### config.mk
export PLATFORM = sky130hd
export DESIGN_NAME = cnt_arb_ctrl
export DESIGN_NICKNAME = d
export VERILOG_FILES = /design/src/rtl/cnt_arb_pkg.sv /design/src/rtl/cnt_core.sv /design/src/rtl/cnt_arb_ctrl.sv
export SDC_FILE = /design/constraint.sdc
export NUM_CORES = 1
export LEC_CHECK = 0
export CORE_MARGIN = 2
export CORE_UTILIZATION = 52
export DETAILED_ROUTE_END_ITERATION = 10
export HOLD_SLACK_MARGIN = 0.12
export PLACE_DENSITY = 0.92
export SLEW_MARGIN = 15
export SYNTH_ARGS = -nofsm -noshare
export SYNTH_HDL_FRONTEND = slang
export SYNTH_SLANG_ARGS = --single-unit
### constraint.sdc
create_clock -name clk -period 5.9 [get_ports clk]
set_input_delay 1.18 -clock clk [delete_from_list [all_inputs] [get_ports clk]]
set_output_delay 1.18 -clock clk [all_outputs]
set_load 0.05 [all_outputs]
### src/rtl/cnt_arb_pkg.sv
`default_nettype none
// ============================================================================
// Module      : cnt_arb_pkg
// Description : Shared opcodes, FSM state encoding and counter width for the
//               arbitrated counter controller.
// Revision    : 1.0 - initial release
// ============================================================================
package cnt_arb_pkg;

    localparam int CNT_W = 4;

    localparam logic [1:0] OP_LOAD  = 2'b00;
    localparam logic [1:0] OP_UP    = 2'b01;
    localparam logic [1:0] OP_DOWN  = 2'b10;
    localparam logic [1:0] OP_CLEAR = 2'b11;

    typedef enum logic [1:0] {
        ST_IDLE = 2'd0,
        ST_EXEC = 2'd1,
        ST_DONE = 2'd2
    } state_t;

endpackage : cnt_arb_pkg
`default_nettype wire

### src/rtl/cnt_core.sv
`default_nettype none
// ============================================================================
// Module      : cnt_core
// Description : Counter datapath with synchronous clear, load and up/down
//               step; wraps modulo 2**CNT_W.
// Revision    : 1.0 - initial release
// ============================================================================
module cnt_core
    import cnt_arb_pkg::*;
(
    input  logic             clk,
    input  logic             clr_n,
    input  logic             sclr,
    input  logic             load,
    input  logic             en,
    input  logic             up,
    input  logic [CNT_W-1:0] din,
    output logic [CNT_W-1:0] count
);

    logic [CNT_W-1:0] r_count;

    always_ff @(posedge clk or negedge clr_n) begin
        if (!clr_n) begin
            r_count <= '0;
        end else if (sclr) begin
            r_count <= '0;
        end else if (load) begin
            r_count <= din;
        end else if (en) begin
            r_count <= up ? (r_count + 1'b1) : (r_count - 1'b1);
        end
    end

    assign count = r_count;

endmodule : cnt_core
`default_nettype wire

### src/rtl/cnt_arb_ctrl.sv
`default_nettype none
// ============================================================================
// Module      : cnt_arb_ctrl
// Description : Round-robin arbiter for two requesters sharing one counter.
//               Define CNT_ARB_SAT_EN to saturate at 0/15 with sticky ovf.
// Revision    : 1.0 - initial release
// ============================================================================
module cnt_arb_ctrl
    import cnt_arb_pkg::*;
(
    input  logic             clk,
    input  logic             clr_n,
    input  logic             req_a,
    input  logic             req_b,
    input  logic [1:0]       op_a,
    input  logic [1:0]       op_b,
    input  logic [CNT_W-1:0] val_a,
    input  logic [CNT_W-1:0] val_b,
    output logic             gnt_a,
    output logic             gnt_b,
    output logic             done,
    output logic             owner,
    output logic             busy,
    output logic [CNT_W-1:0] count,
    output logic             ovf
);

    state_t           r_state;
    logic [1:0]       r_op_q;
    logic [CNT_W-1:0] r_rem;
    logic             r_last;

    logic w_exec;
    logic w_is_step;
    logic w_step;
    logic w_up;
    logic w_load;
    logic w_sclr;
    logic w_en;
    logic w_win;

    assign w_exec    = (r_state == ST_EXEC);
    assign w_is_step = (r_op_q == OP_UP) || (r_op_q == OP_DOWN);
    assign w_step    = w_exec && w_is_step && (r_rem != '0);
    assign w_up      = (r_op_q == OP_UP);
    assign w_load    = w_exec && (r_op_q == OP_LOAD);
    assign w_sclr    = w_exec && (r_op_q == OP_CLEAR);

    // B wins when alone, or on a tie when A was granted last.
    assign w_win     = req_b && (!req_a || !r_last);

`ifdef CNT_ARB_SAT_EN
    logic w_wrap;
    logic r_ovf;

    assign w_wrap = w_step && (w_up ? (count == {CNT_W{1'b1}}) : (count == '0));
    assign w_en   = w_step && !w_wrap;

    always_ff @(posedge clk or negedge clr_n) begin
        if (!clr_n) begin
            r_ovf <= 1'b0;
        end else if (w_wrap) begin
            r_ovf <= 1'b1;
        end else if (w_sclr) begin
            r_ovf <= 1'b0;
        end
    end

    assign ovf = r_ovf;
`else
    assign w_en = w_step;
    assign ovf  = 1'b0;
`endif

    // The latched val doubles as LOAD data and as the remaining step count.
    cnt_core u_cnt_core (
        .clk   (clk),
        .clr_n (clr_n),
        .sclr  (w_sclr),
        .load  (w_load),
        .en    (w_en),
        .up    (w_up),
        .din   (r_rem),
        .count (count)
    );

    always_ff @(posedge clk or negedge clr_n) begin
        if (!clr_n) begin
            r_state <= ST_IDLE;
            r_op_q  <= OP_LOAD;
            r_rem   <= '0;
            r_last  <= 1'b1;
            gnt_a   <= 1'b0;
            gnt_b   <= 1'b0;
            done    <= 1'b0;
            busy    <= 1'b0;
            owner   <= 1'b0;
        end else begin
            gnt_a <= 1'b0;
            gnt_b <= 1'b0;
            done  <= 1'b0;
            case (r_state)
                ST_IDLE: begin
                    if (req_a || req_b) begin
                        r_op_q  <= w_win ? op_b : op_a;
                        r_rem   <= w_win ? val_b : val_a;
                        owner   <= w_win;
                        r_last  <= w_win;
                        gnt_a   <= !w_win;
                        gnt_b   <= w_win;
                        busy    <= 1'b1;
                        r_state <= ST_EXEC;
                    end
                end
                ST_EXEC: begin
                    if (w_is_step && (r_rem != '0)) begin
                        r_rem <= r_rem - 1'b1;
                    end else begin
                        done    <= 1'b1;
                        r_state <= ST_DONE;
                    end
                end
                ST_DONE: begin
                    busy    <= 1'b0;
                    r_state <= ST_IDLE;
                end
                default: begin
                    busy    <= 1'b0;
                    r_state <= ST_IDLE;
                end
            endcase
        end
    end

endmodule : cnt_arb_ctrl
`default_nettype wire

==> reports/metrics.yaml <==
first_iter_violations: 31
min_from: "owner"
hold_class: "flip-flop to flip-flop"
clk_latency_ns: 0.30
synth_area_leaders: "dfrtp_1 (39%), mux2i_1 (9.3%), ha_1 (7.0%)"
rsz0062_at_grt: "no"
cts_htree_levels: 1
critPathBufInv: 1
grt_start_max_net_pins: 19
path_max_fanout: 5
ant_nets: 0
num_vias: 852
cts-hold-fix-buffers: 0
fin_skew_ns: 0.00445
clock_path_buffers: 2
cp_top_family: "buffers and inverters"
finalWeightedCongestion: 0.788
crit_required_ns: 4.72
port_buffers: 24
maxSlewHeadroom_pct: 46.7
ff2ff_setup_slack_ns: 3.90
worst_r2r_endpoint: "u_cnt_core.count[3]"
layout_commonest_cell: "clkdlybuf4s50_1"
grt_pass1_wl_mm: 4.01
max_freq_ghz: 0.362
hold_ws_ns: 0.499
cts_resized: 0
synthToLayoutAreaGrowth_pct: 26.8
reg2reg_from: "r_op_q[0]"
cp_data_arrival_time_ns: 1.58
drtPass1Iterations: 4
synth_area_leader_cell: "dfrtp_1"
cts.sinks: 18
period_minus_slack_ns: 2.76
report.final.slew_viol_count: 0
layout_common_cells: "clkdlybuf4s50_1 (24), dfrtp_1 (17), mux2i_1 (10)"
synthCells: 106
post_cts_buffers: 0
synth.avg_cell_area_um2: 10.2
start_util_pct: 55.0
synth.top_cell.area_share_pct: 39.4
grt_use_total_pct: 21.7
hold_violations: 0
root_buffer: "clkbuf_4"
p_leak_nw: 0.629
path_clk_slew_ns: 0.10
die_w_um: 49.5
tightest_slew_ns: 0.797
cts_buffers: 3
min_path_cells: 1
ys.flop_type: "dfrtp_1"
postRouteWirelength_mm: 2.30
tns_ns: 0
post_drt_wl_per_cell_um: 14.7
async_flop_share_pct: 100
antenna_found_initial: 0
syn_area_um2: 1080
vias_per_cell: 5.43
critPathKind: "flip-flop to primary output"
synth-seq-cells: 18
core_area_um2: 1960
rows: 16
ios: 26
cpPeakStageDelay_ns: 0.84
die_area_um2: 2450
synthDistinctLibCells: 40
grt_overflow_total: 0
yosysSeqAreaShare_pct: 41.9
final_nets: 154
setup-violations-final: 0
syn-num-nets: 129
synth-edff-count: 0
crit_slowest_cell: "clkdlybuf4s50_1"
worstPathCellList: "clkdlybuf4s50_1"
fin_crit_sh_pct: 46.8
grt_pass1_vias: 895
max-cap-violations: 0
irDropWorstVdd_mv: 0.366
reg2regPathDepth: 8
route.detailed.drc: 0
endpoint_kind: "primary output"
cts_tree: "yes"
final_layout_size_suffix_gt1_share_pct: 11.5
hpwl_mm: 1.74
fp.dieH_um: 49.5
power.density_nw_per_um2: 653
yosysWarnings: 0
diodes: 0
critPathLaunchType: "flip-flop"
min_to: "owner"
status: "finished clean"
[layer usage]
| layer | track usage, % | part of all wire, % |
|---|---|---|
| met5 | 0 | 0 |
| met4 | 12.5 | 2.2 |
| met3 | 3.33 | 5.1 |
| met2 | 38.4 | 52 |
| met1 | 24.4 | 41 |
[final cells by class]
| class | count | area (µm²) |
|---|---|---|
| fill | 170 | 594 |
| multi-input combinational | 76 | 576 |
| inverter | 8 | 30.0 |
| timing repair buffer | 24 | 240 |
| sequential | 18 | 452 |
| tap | 27 | 33.8 |
| clock buffer | 4 | 36.3 |
[stage by stage]
step                worst slack [ns]  cell area [µm²]  std cells  util, %  total power [mW]
detailed placement              3.14             1330        153     67.9             0.813
global placement                3.23             1330        153     67.9             0.786
floorplan                       3.81             1080        106        -             0.672
CTS                             3.12             1370        157     69.7             0.897
global route                    3.06             1370        157     69.7             0.967
finish                          3.14             1370        157     69.7             0.892
[worst max path at each step]
stage / startpoint / to / slack [ns] / cells after the start
floorplan: req_a / r_rem[0] / 3.81 / 4
global placement: req_a / r_rem[0] / 3.23 / 5
detailed placement: req_a / r_rem[0] / 3.14 / 5
CTS: u_cnt_core.count[1] / count[1] / 3.12 / 1
global route: u_cnt_core.count[1] / count[1] / 3.06 / 1
finish: u_cnt_core.count[1] / count[1] / 3.14 / 1
[logic make-up (layout without fill, tap and decap cells)]
family	Yosys count	after routing	share of synthesized area, %
compound gates	26	26	19.1
fa+ha+maj	7	7	8.82
buf+inv	12	36	4.76
flops	18	18	41.9
other cells	1	1	0.348
mux	10	10	9.28
xor+xnor	2	2	1.62
simple gates	30	30	14.2
[power breakdown]
group	switching, mW	internal (mW)
clock network	0.0392	0.0377
registers	0.0593	0.186
logic	0.333	0.237
total	0.432	0.461
[Yosys cell counts, drive strengths merged, types with 2 or more instances]
library cell   n
buf            3
a21o           3
inv            8
ha             6
nor2           9
nor3           5
nand2          9
dfrtp         17
o21ai         11
nand2b         2
mux2i         10
a21oi          2
a21boi         2
[state kept, by name, indices dropped and copies added (netlist names)]
signal,flops
u_cnt_core.count,4
busy,1
r_rem,4
r_last,1
done,1
owner,1
r_op_q,2
gnt_b,1
r_state,2
gnt_a,1
No activity file was read; power rests on OpenSTA's default activity.
